===== src/rtl/i2c_target_regbank.sv =====
// i2c_target_regbank: I2C target engine that maps an external I2C controller
// onto a host RAM or register file with 1-cycle read latency.
//
// Ports:
//   clk_clk, reset_reset_n        system clock, async active-low reset
//   i2c_data_in, i2c_clk_in       SDA / SCL pin levels
//   i2c_data_oe, i2c_clk_oe       1 = pull SDA / SCL low (never driven high)
//   mem_address                   current pointer (wraps modulo 2^ADDR_WIDTH)
//   mem_write, mem_writedata      one-cycle write strobe and its byte
//   mem_read, mem_readdata        one-cycle read strobe; data valid next cycle
//   busy                          address matched, transaction not yet STOPped
//   xfer_count                    data bytes in current/last transaction (saturating)
module i2c_target_regbank #(
    parameter logic [6:0] TARGET_ADDR = 7'h50,
    parameter int         PTR_BYTES   = 1,
    parameter int         ADDR_WIDTH  = 8,
    parameter int         FILTER_LEN  = 3,
    parameter bit         STRETCH_EN  = 1'b1
) (
    input  logic                  clk_clk,
    input  logic                  reset_reset_n,
    input  logic                  i2c_data_in,
    input  logic                  i2c_clk_in,
    output logic                  i2c_data_oe,
    output logic                  i2c_clk_oe,
    output logic [ADDR_WIDTH-1:0] mem_address,
    output logic                  mem_write,
    output logic [7:0]            mem_writedata,
    output logic                  mem_read,
    input  logic [7:0]            mem_readdata,
    output logic                  busy,
    output logic [15:0]           xfer_count
);

    localparam int CW = (FILTER_LEN > 1) ? $clog2(FILTER_LEN) : 1;
    localparam int PW = 8 * PTR_BYTES;

    typedef enum logic [3:0] {
        IDLE, ADDR, ADDR_ACK, PTR, PTR_ACK, WRITE, WR_ACK,
        RD_FETCH, READ, RD_ACK, WAIT_STOP
    } state_e;

    // ---------------- input synchronise + run filter (bit0 = SDA, bit1 = SCL)
    logic [1:0] pin_raw, filt_w, prev_w;
    assign pin_raw = {i2c_clk_in, i2c_data_in};

    for (genvar g = 0; g < 2; g++) begin : g_filt
        logic          sync1_q, sync2_q, filt_q, prev_q;
        logic [CW-1:0] cnt_q;
        // A level change is accepted only after FILTER_LEN consecutive
        // synchronised samples disagree with the current filtered level.
        always_ff @(posedge clk_clk or negedge reset_reset_n) begin
            if (!reset_reset_n) begin
                sync1_q <= 1'b1;
                sync2_q <= 1'b1;
                filt_q  <= 1'b1;
                prev_q  <= 1'b1;
                cnt_q   <= '0;
            end else begin
                sync1_q <= pin_raw[g];
                sync2_q <= sync1_q;
                prev_q  <= filt_q;
                if (sync2_q == filt_q) begin
                    cnt_q <= '0;
                end else if (cnt_q == CW'(FILTER_LEN - 1)) begin
                    filt_q <= sync2_q;
                    cnt_q  <= '0;
                end else begin
                    cnt_q <= cnt_q + CW'(1);
                end
            end
        end
        assign filt_w[g] = filt_q;
        assign prev_w[g] = prev_q;
    end

    logic sda_f, scl_f, sda_p, scl_p;
    logic scl_rise, scl_fall, start_evt, stop_evt;
    assign sda_f     = filt_w[0];
    assign scl_f     = filt_w[1];
    assign sda_p     = prev_w[0];
    assign scl_p     = prev_w[1];
    assign scl_rise  = scl_f & ~scl_p;
    assign scl_fall  = ~scl_f & scl_p;
    // SCL must be high on both samples so an SDA change racing an SCL edge
    // is not mistaken for START/STOP.
    assign start_evt = ~sda_f & sda_p & scl_f & scl_p;
    assign stop_evt  = sda_f & ~sda_p & scl_f & scl_p;

    // ---------------- protocol state
    state_e                state_q, state_d;
    logic [3:0]            bit_cnt_q, bit_cnt_d;
    logic [7:0]            shreg_q, shreg_d;
    logic [7:0]            tx_q, tx_d;
    logic [ADDR_WIDTH-1:0] ptr_q, ptr_d;
    logic [PW-1:0]         ptr_acc_q, ptr_acc_d;
    logic [1:0]            ptr_idx_q, ptr_idx_d;
    logic [1:0]            fcnt_q, fcnt_d;
    logic                  busy_q, busy_d;
    logic [15:0]           xfer_q, xfer_d;
    logic                  wr_q, wr_d;
    logic [7:0]            wdata_q, wdata_d;

    always_ff @(posedge clk_clk or negedge reset_reset_n) begin
        if (!reset_reset_n) begin
            state_q   <= IDLE;
            bit_cnt_q <= '0;
            shreg_q   <= '0;
            tx_q      <= '0;
            ptr_q     <= '0;
            ptr_acc_q <= '0;
            ptr_idx_q <= '0;
            fcnt_q    <= '0;
            busy_q    <= 1'b0;
            xfer_q    <= '0;
            wr_q      <= 1'b0;
            wdata_q   <= '0;
        end else begin
            state_q   <= state_d;
            bit_cnt_q <= bit_cnt_d;
            shreg_q   <= shreg_d;
            tx_q      <= tx_d;
            ptr_q     <= ptr_d;
            ptr_acc_q <= ptr_acc_d;
            ptr_idx_q <= ptr_idx_d;
            fcnt_q    <= fcnt_d;
            busy_q    <= busy_d;
            xfer_q    <= xfer_d;
            wr_q      <= wr_d;
            wdata_q   <= wdata_d;
        end
    end

    always_comb begin
        state_d   = state_q;
        bit_cnt_d = bit_cnt_q;
        shreg_d   = shreg_q;
        tx_d      = tx_q;
        ptr_d     = ptr_q;
        ptr_acc_d = ptr_acc_q;
        ptr_idx_d = ptr_idx_q;
        fcnt_d    = fcnt_q;
        busy_d    = busy_q;
        xfer_d    = xfer_q;
        wr_d      = 1'b0;
        wdata_d   = wdata_q;

        // Post-increment the pointer the cycle the write strobe is visible,
        // so mem_address holds the target address during the strobe.
        if (wr_q) begin
            ptr_d = ptr_q + ADDR_WIDTH'(1);
            if (xfer_q != 16'hFFFF) xfer_d = xfer_q + 16'd1;
        end

        unique case (state_q)
            ADDR, PTR, WRITE: begin
                if (scl_rise && bit_cnt_q != 4'd8) begin
                    shreg_d   = {shreg_q[6:0], sda_f};
                    bit_cnt_d = bit_cnt_q + 4'd1;
                    // Fire the write on the 8th rise rather than waiting for
                    // the ACK slot, keeping the strobe close to the data.
                    if (state_q == WRITE && bit_cnt_q == 4'd7) begin
                        wr_d    = 1'b1;
                        wdata_d = {shreg_q[6:0], sda_f};
                    end
                end else if (scl_fall && bit_cnt_q == 4'd8) begin
                    bit_cnt_d = '0;
                    if (state_q == ADDR) begin
                        if (shreg_q[7:1] == TARGET_ADDR) begin
                            state_d = ADDR_ACK;
                            busy_d  = 1'b1;
                            xfer_d  = '0;
                        end else begin
                            state_d = WAIT_STOP;
                        end
                    end else if (state_q == PTR) begin
                        state_d   = PTR_ACK;
                        ptr_acc_d = (ptr_acc_q << 8) | PW'(shreg_q);
                    end else begin
                        state_d = WR_ACK;
                    end
                end
            end
            ADDR_ACK: begin
                if (scl_fall) begin
                    if (shreg_q[0]) begin
                        state_d = RD_FETCH;
                        fcnt_d  = '0;
                    end else begin
                        state_d   = PTR;
                        ptr_idx_d = '0;
                    end
                end
            end
            PTR_ACK: begin
                if (scl_fall) begin
                    if (ptr_idx_q == 2'(PTR_BYTES - 1)) begin
                        ptr_d   = ptr_acc_q[ADDR_WIDTH-1:0];
                        state_d = WRITE;
                    end else begin
                        ptr_idx_d = ptr_idx_q + 2'd1;
                        state_d   = PTR;
                    end
                end
            end
            WR_ACK: begin
                if (scl_fall) state_d = WRITE;
            end
            RD_FETCH: begin
                // 0: issue mem_read, 1: capture readdata, 2: start driving.
                if (fcnt_q == 2'd0) begin
                    fcnt_d = 2'd1;
                end else if (fcnt_q == 2'd1) begin
                    tx_d   = mem_readdata;
                    fcnt_d = 2'd2;
                end else begin
                    state_d   = READ;
                    bit_cnt_d = '0;
                end
            end
            READ: begin
                if (scl_rise) begin
                    bit_cnt_d = bit_cnt_q + 4'd1;
                end else if (scl_fall) begin
                    if (bit_cnt_q == 4'd8) state_d = RD_ACK;
                    else                   tx_d    = {tx_q[6:0], 1'b0};
                end
            end
            RD_ACK: begin
                if (scl_rise) begin
                    if (xfer_q != 16'hFFFF) xfer_d = xfer_q + 16'd1;
                    if (sda_f) state_d = WAIT_STOP;
                    else       ptr_d   = ptr_q + ADDR_WIDTH'(1);
                end else if (scl_fall) begin
                    // Only reachable after an ACK; a NACK left the state.
                    state_d = RD_FETCH;
                    fcnt_d  = '0;
                end
            end
            default: ;  // IDLE, WAIT_STOP: wait for START/STOP below
        endcase

        if (stop_evt) begin
            state_d   = IDLE;
            busy_d    = 1'b0;
            bit_cnt_d = '0;
        end else if (start_evt) begin
            state_d   = ADDR;
            bit_cnt_d = '0;
        end
    end

    // Output lines are decoded from registered state so reset releases them
    // asynchronously; STOP gates them in the detection cycle itself.
    always_comb begin
        i2c_data_oe = 1'b0;
        if (state_q == ADDR_ACK || state_q == PTR_ACK || state_q == WR_ACK)
            i2c_data_oe = 1'b1;
        else if (state_q == READ)
            i2c_data_oe = ~tx_q[7];
        if (stop_evt) i2c_data_oe = 1'b0;
    end

    assign i2c_clk_oe    = STRETCH_EN && (state_q == RD_FETCH) && !stop_evt;
    assign mem_read      = (state_q == RD_FETCH) && (fcnt_q == 2'd0);
    assign mem_address   = ptr_q;
    assign mem_write     = wr_q;
    assign mem_writedata = wdata_q;
    assign busy          = busy_q;
    assign xfer_count    = xfer_q;

endmodule


===== config.mk =====
export PLATFORM = sky130hd
export DESIGN_NAME = i2c_target_regbank
export DESIGN_NICKNAME = d
export VERILOG_FILES = /design/src/rtl/i2c_target_regbank.sv
export SDC_FILE = /design/constraint.sdc
export NUM_CORES = 1
export LEC_CHECK = 0
export BUFFER_PORTS_ARGS = -buffer_cell sky130_fd_sc_hd__clkbuf_2
export CAP_MARGIN = 20
export CORE_MARGIN = 8
export CORE_UTILIZATION = 59
export DETAILED_ROUTE_END_ITERATION = 8
export PLACE_DENSITY = 0.91
export REMOVE_ABC_BUFFERS = 1
export SLEW_MARGIN = 5
export SYNTH_ARGS = -nofsm -noshare
export SYNTH_HDL_FRONTEND = slang
export SYNTH_SLANG_ARGS = --single-unit

===== constraint.sdc =====
create_clock -name clk_clk -period 2.8 [get_ports clk_clk]
set_input_delay 0.42 -clock clk_clk [delete_from_list [all_inputs] [get_ports clk_clk]]
set_output_delay 0.42 -clock clk_clk [all_outputs]
set_load 0.02 [all_outputs]

==> metrics.txt <==
# TYPE chip_impl_metric gauge
chip_impl_info{name="run_status",value="finished, final reports clean"} 1
chip_impl_metric{name="average_instance_area_after_synthesis",unit="um^2"} 10.02
chip_impl_metric{name="timing.critical_path.arrival",unit="ns"} 2.81
chip_impl_metric{name="count_of_synthesis_stage_warnings_from_yosys",unit=""} 0
chip_impl_metric{name="final_net_count",unit=""} 516
chip_impl_metric{name="vias",unit=""} 3656
chip_impl_metric{name="numClockSinks",unit=""} 82
chip_impl_metric{name="maxSlewHeadroom",unit="%"} 56.36
chip_impl_metric{name="final_layout_fill_cell_count",unit=""} 604
chip_impl_metric{name="worst_ir_drop_vdd",unit="uV"} 427.7
chip_impl_metric{name="drtIter0Drc",unit=""} 218
chip_impl_metric{name="clk_path_buf_depth",unit=""} 2
chip_impl_metric{name="hpwl",unit="um"} 7091
chip_impl_info{name="hp-class",value="in -> reg"} 1
chip_impl_metric{name="crit_required",unit="ns"} 3.08
chip_impl_metric{name="total_power",unit="uW"} 4097
chip_impl_metric{name="number_of_input_and_output_port_buffers_inserted",unit=""} 48
chip_impl_info{name="cts_root_buf",value="clkbuf_8"} 1
chip_impl_metric{name="grt_pass1_vias",unit=""} 3518
chip_impl_metric{name="timing.critical_path.buf_inv",unit=""} 1
chip_impl_metric{name="antenna_cells",unit=""} 0
chip_impl_metric{name="grt_antenna_before_repair",unit=""} 0
chip_impl_info{name="r2r_start",value="g_filt[1].prev_q$_DFF_PN1_"} 1
chip_impl_metric{name="grt_max_degree",unit=""} 83
chip_impl_metric{name="post_cts_resize_count",unit=""} 0
chip_impl_info{name="startpoint_type",value="flop"} 1
chip_impl_metric{name="die_area",unit="um^2"} 10650
chip_impl_metric{name="rr_worst_depth",unit=""} 8
chip_impl_metric{name="layout_min_cycle_time",unit="ns"} 2.524
chip_impl_metric{name="final_max_slew_viol_count",unit=""} 0
chip_impl_metric{name="crit_path_max_fanout",unit=""} 9
chip_impl_info{name="crit_path_kind",value="reg -> reg"} 1
chip_impl_metric{name="synth_edf_count",unit=""} 0
chip_impl_metric{name="wl_per_cell",unit="um"} 16.58
chip_impl_metric{name="grt_remaining_overflow",unit=""} 0
chip_impl_metric{name="tns",unit="ns"} 0
chip_impl_metric{name="initial_utilization",unit="%"} 59.61
chip_impl_metric{name="coreArea",unit="um^2"} 7527
chip_impl_metric{name="wl_met2",unit="um"} 4886
chip_impl_info{name="most-common-layout-cells",value="dfrtp_1, clkbuf_2, nor2_1, nand2_1, a21oi_1"} 1
chip_impl_metric{name="weighted_congestion_reported_at_the_end_of_routability_driven_placement",unit=""} 0.9183
chip_impl_metric{name="i_o_pins",unit=""} 49
chip_impl_metric{name="hold_viol",unit=""} 0
chip_impl_info{name="worst_path_dominant_cell_family",value="simple AND/OR/NAND/NOR gates"} 1
chip_impl_metric{name="synth_cells",unit=""} 448
chip_impl_metric{name="clock_latency",unit="ns"} 0.35
chip_impl_metric{name="antenna_left",unit=""} 0
chip_impl_metric{name="row_count",unit=""} 32
chip_impl_metric{name="worst_margin_slew",unit="ns"} 0.6545
chip_impl_info{name="final_common_cell",value="dfrtp_1"} 1
chip_impl_metric{name="die_width",unit="um"} 103.2
chip_impl_metric{name="worstHoldPathCells",unit=""} 1
chip_impl_info{name="hold_start",value="i2c_clk_in"} 1
chip_impl_metric{name="first_pass_grt_wire_length",unit="um"} 16570
chip_impl_metric{name="clkSlewWorstSetupHoldPaths",unit="ns"} 0.08
chip_impl_metric{name="cts-buffers-inserted",unit=""} 9
chip_impl_metric{name="clock_tree.htree_level_count",unit=""} 3
chip_impl_metric{name="post_cts_hold_buffer_count",unit=""} 0
chip_impl_metric{name="netlist-cell-type-count",unit=""} 71
chip_impl_metric{name="grt_util_all_layers",unit="%"} 19.86
chip_impl_info{name="endpoint_kind",value="flop"} 1
chip_impl_info{name="worstPathCellList",value="inv_1 > ha_1 > nor2b_1 > o21a_1 > a31oi_1 > o211ai_2 > or4_1 > o21ai_1"} 1
chip_impl_metric{name="m1WireLength",unit="um"} 4317
chip_impl_metric{name="max_capacitance_violation_total",unit=""} 0
chip_impl_info{name="hold_end",value="g_filt[1].sync1_q$_DFF_PN1_"} 1
chip_impl_metric{name="postSynthRegisterBits",unit=""} 82
chip_impl_metric{name="die_height",unit="um"} 103.2
chip_impl_metric{name="fmax",unit="MHz"} 396.2
chip_impl_metric{name="clock-skew-final",unit="ns"} 0.005769
chip_impl_metric{name="setup_viol",unit=""} 0
chip_impl_metric{name="area.growth.synth_to_final",unit="%"} 12.49
chip_impl_metric{name="dr_wl_met3",unit="um"} 560
chip_impl_info{name="postSynth.topFlopCell",value="dfrtp_1"} 1
chip_impl_info{name="tritoncts",value="done"} 1
chip_impl_metric{name="via_per_inst",unit=""} 6.053
chip_impl_metric{name="powerDensity",unit="nW/um^2"} 811.7
chip_impl_info{name="reg2reg_to",value="state_q[2]$_DFFE_PN0P_"} 1
chip_impl_metric{name="final_layout_size_suffix_gt1_share",unit="%"} 25.70
chip_impl_metric{name="synthesis.area",unit="um^2"} 4487
chip_impl_metric{name="post-route-drc-count",unit=""} 0
chip_impl_info{name="route.top_layer_used",value="met4"} 1
chip_impl_info{name="grt_setup_unrepaired",value="no"} 1
chip_impl_metric{name="detail_route.wirelength",unit="um"} 10010
chip_impl_metric{name="cts_setup_buffers",unit=""} 0
chip_impl_metric{name="cp_num_cells",unit=""} 8
chip_impl_info{name="cp_slowest_cell",value="dfstp_2"} 1
chip_impl_metric{name="synth-async-reset-ratio",unit="%"} 100.0
chip_impl_metric{name="sequential_share_of_the_synthesized_area",unit="%"} 45.96
chip_impl_metric{name="p_leak",unit="uW"} 0.002237
chip_impl_metric{name="reg2reg_setup_slack",unit="ns"} 0.28
chip_impl_metric{name="final_min_period_over_clock_period",unit="%"} 90.15
chip_impl_metric{name="critical_path.max_stage_delay",unit="ns"} 0.56
chip_impl_metric{name="first_pass_iters",unit=""} 5
==> registers in the layout, indices dropped and copies added (netlist names), 2 cells and up <==
register / count
xfer_count: 16
mem_address: 8
mem_writedata: 8
ptr_acc_q: 8
shreg_q: 8
tx_q: 8
bit_cnt_q: 4
g_filt.cnt_q: 4
state_q: 4
fcnt_q: 2
g_filt.filt_q: 2
g_filt.prev_q: 2
g_filt.sync1_q: 2
g_filt.sync2_q: 2
ptr_idx_q: 2
==> metal layers <==
metal  global-route usage (%)  up-vias
li1                         -     1707
met1                    25.03     1798
met2                    32.01      121
met3                    4.485       30
met4                    8.899        0
met5                        0        -
==> how the worst max path moves through the flow <==
stage | slack [ns] | start | endpoint
after floorplan | -0.19 | state_q[1]$_DFFE_PN0P_ | xfer_count[13]$_DFF_PN0_
after global placement | 0.42 | g_filt[1].prev_q$_DFF_PN1_ | state_q[2]$_DFFE_PN0P_
after detailed placement | 0.31 | g_filt[1].prev_q$_DFF_PN1_ | state_q[2]$_DFFE_PN0P_
after CTS | 0.30 | state_q[2]$_DFFE_PN0P_ | mem_read
after global routing | 0.11 | g_filt[1].prev_q$_DFF_PN1_ | state_q[2]$_DFFE_PN0P_
final | 0.28 | g_filt[1].prev_q$_DFF_PN1_ | state_q[2]$_DFFE_PN0P_
==> report_power, final <==
| part | leakage, uW | total [uW] | switching (uW) | internal [uW] |
|---|---|---|---|---|
| sequential | 0.00108 | 1770 | 343 | 1430 |
| clock | 0.0000794 | 781 | 454 | 327 |
| combinational | 0.00108 | 1540 | 896 | 646 |
| total | 0.00224 | 4100 | 1690 | 2400 |
==> synthesized netlist by cell type (3+ instances only) <==
cell type	instances	area, um^2
a22oi_1	3	22.52
mux2_4	8	120.1
dfrtp_1	74	1852
nand2b_1	3	18.77
o211ai_1	3	22.52
buf_2	7	35.03
ha_1	7	87.58
o21ai_1	10	50.05
xor2_1	5	43.79
mux2i_1	12	120.1
dfstp_2	8	210.2
a21oi_1	22	110.1
o21ai_0	21	105.1
and3_1	5	31.28
nor2_1	39	146.4
o21a_1	3	22.52
o22ai_1	4	25.02
nor4bb_1	3	30.03
xnor2_1	13	113.9
nor2b_1	6	37.54
o21bai_1	3	22.52
or3_1	7	43.79
a31oi_1	4	25.02
clkbuf_1	10	37.54
inv_1	15	56.30
nand3b_1	3	22.52
mux2_2	17	191.4
a21o_1	3	22.52
nand4_1	5	31.28
nand3_1	20	100.1
nor3_1	18	90.09
nand2_1	38	142.6
==> cells by family (layout without fill, tap and decap cells) <==
group	Yosys count	in the layout	share of synthesized area, %
and+or+nand+nor	173	173	21.22
AOI/OAI and AO/OA	95	95	14.19
DFF	82	82	45.96
muxes	37	37	9.621
buffers and inverters	36	90	3.541
xor gates and xnor gates	18	18	3.514
adders and majority gates	7	7	1.952
==> final cells by class <==
type | instances | area, um^2 | area share, %
timing repair buffer | 58 | 340.3 | 6.743
clock inverter | 7 | 55.05 | 1.091
tap | 102 | 127.6 | 2.529
clock buffer | 9 | 123.9 | 2.454
sequential | 82 | 2062 | 40.85
multi-input combinational | 330 | 2278 | 45.14
inverter | 16 | 60.06 | 1.190
==> worst register-to-register path: stages (launching register included) <==
cell	delay, ns
dfstp_2	0.56
inv_1	0.05
ha_1	0.32
nor2b_1	0.26
o21a_1	0.21
a31oi_1	0.20
o211ai_2	0.21
or4_1	0.51
o21ai_1	0.13
==> through the flow <==
step | worst slack [ns] | std cells | util (%) | hold WS [ns] | instance area (um^2)
2_1_floorplan | -0.1862 | 428 | - | 0.1244 | 4388
3_3_place_gp | 0.4205 | 586 | 64.18 | 0.3462 | 4831
3_5_place_dp | 0.3128 | 586 | 64.18 | 0.3487 | 4831
4_1_cts | 0.2967 | 602 | 66.56 | 0.1274 | 5010
5_1_grt | 0.1094 | 604 | 67.05 | 0.1267 | 5047
6_report | 0.2759 | 604 | 67.05 | 0.1438 | 5047
Note: power is estimated with default switching activity, not from simulation.
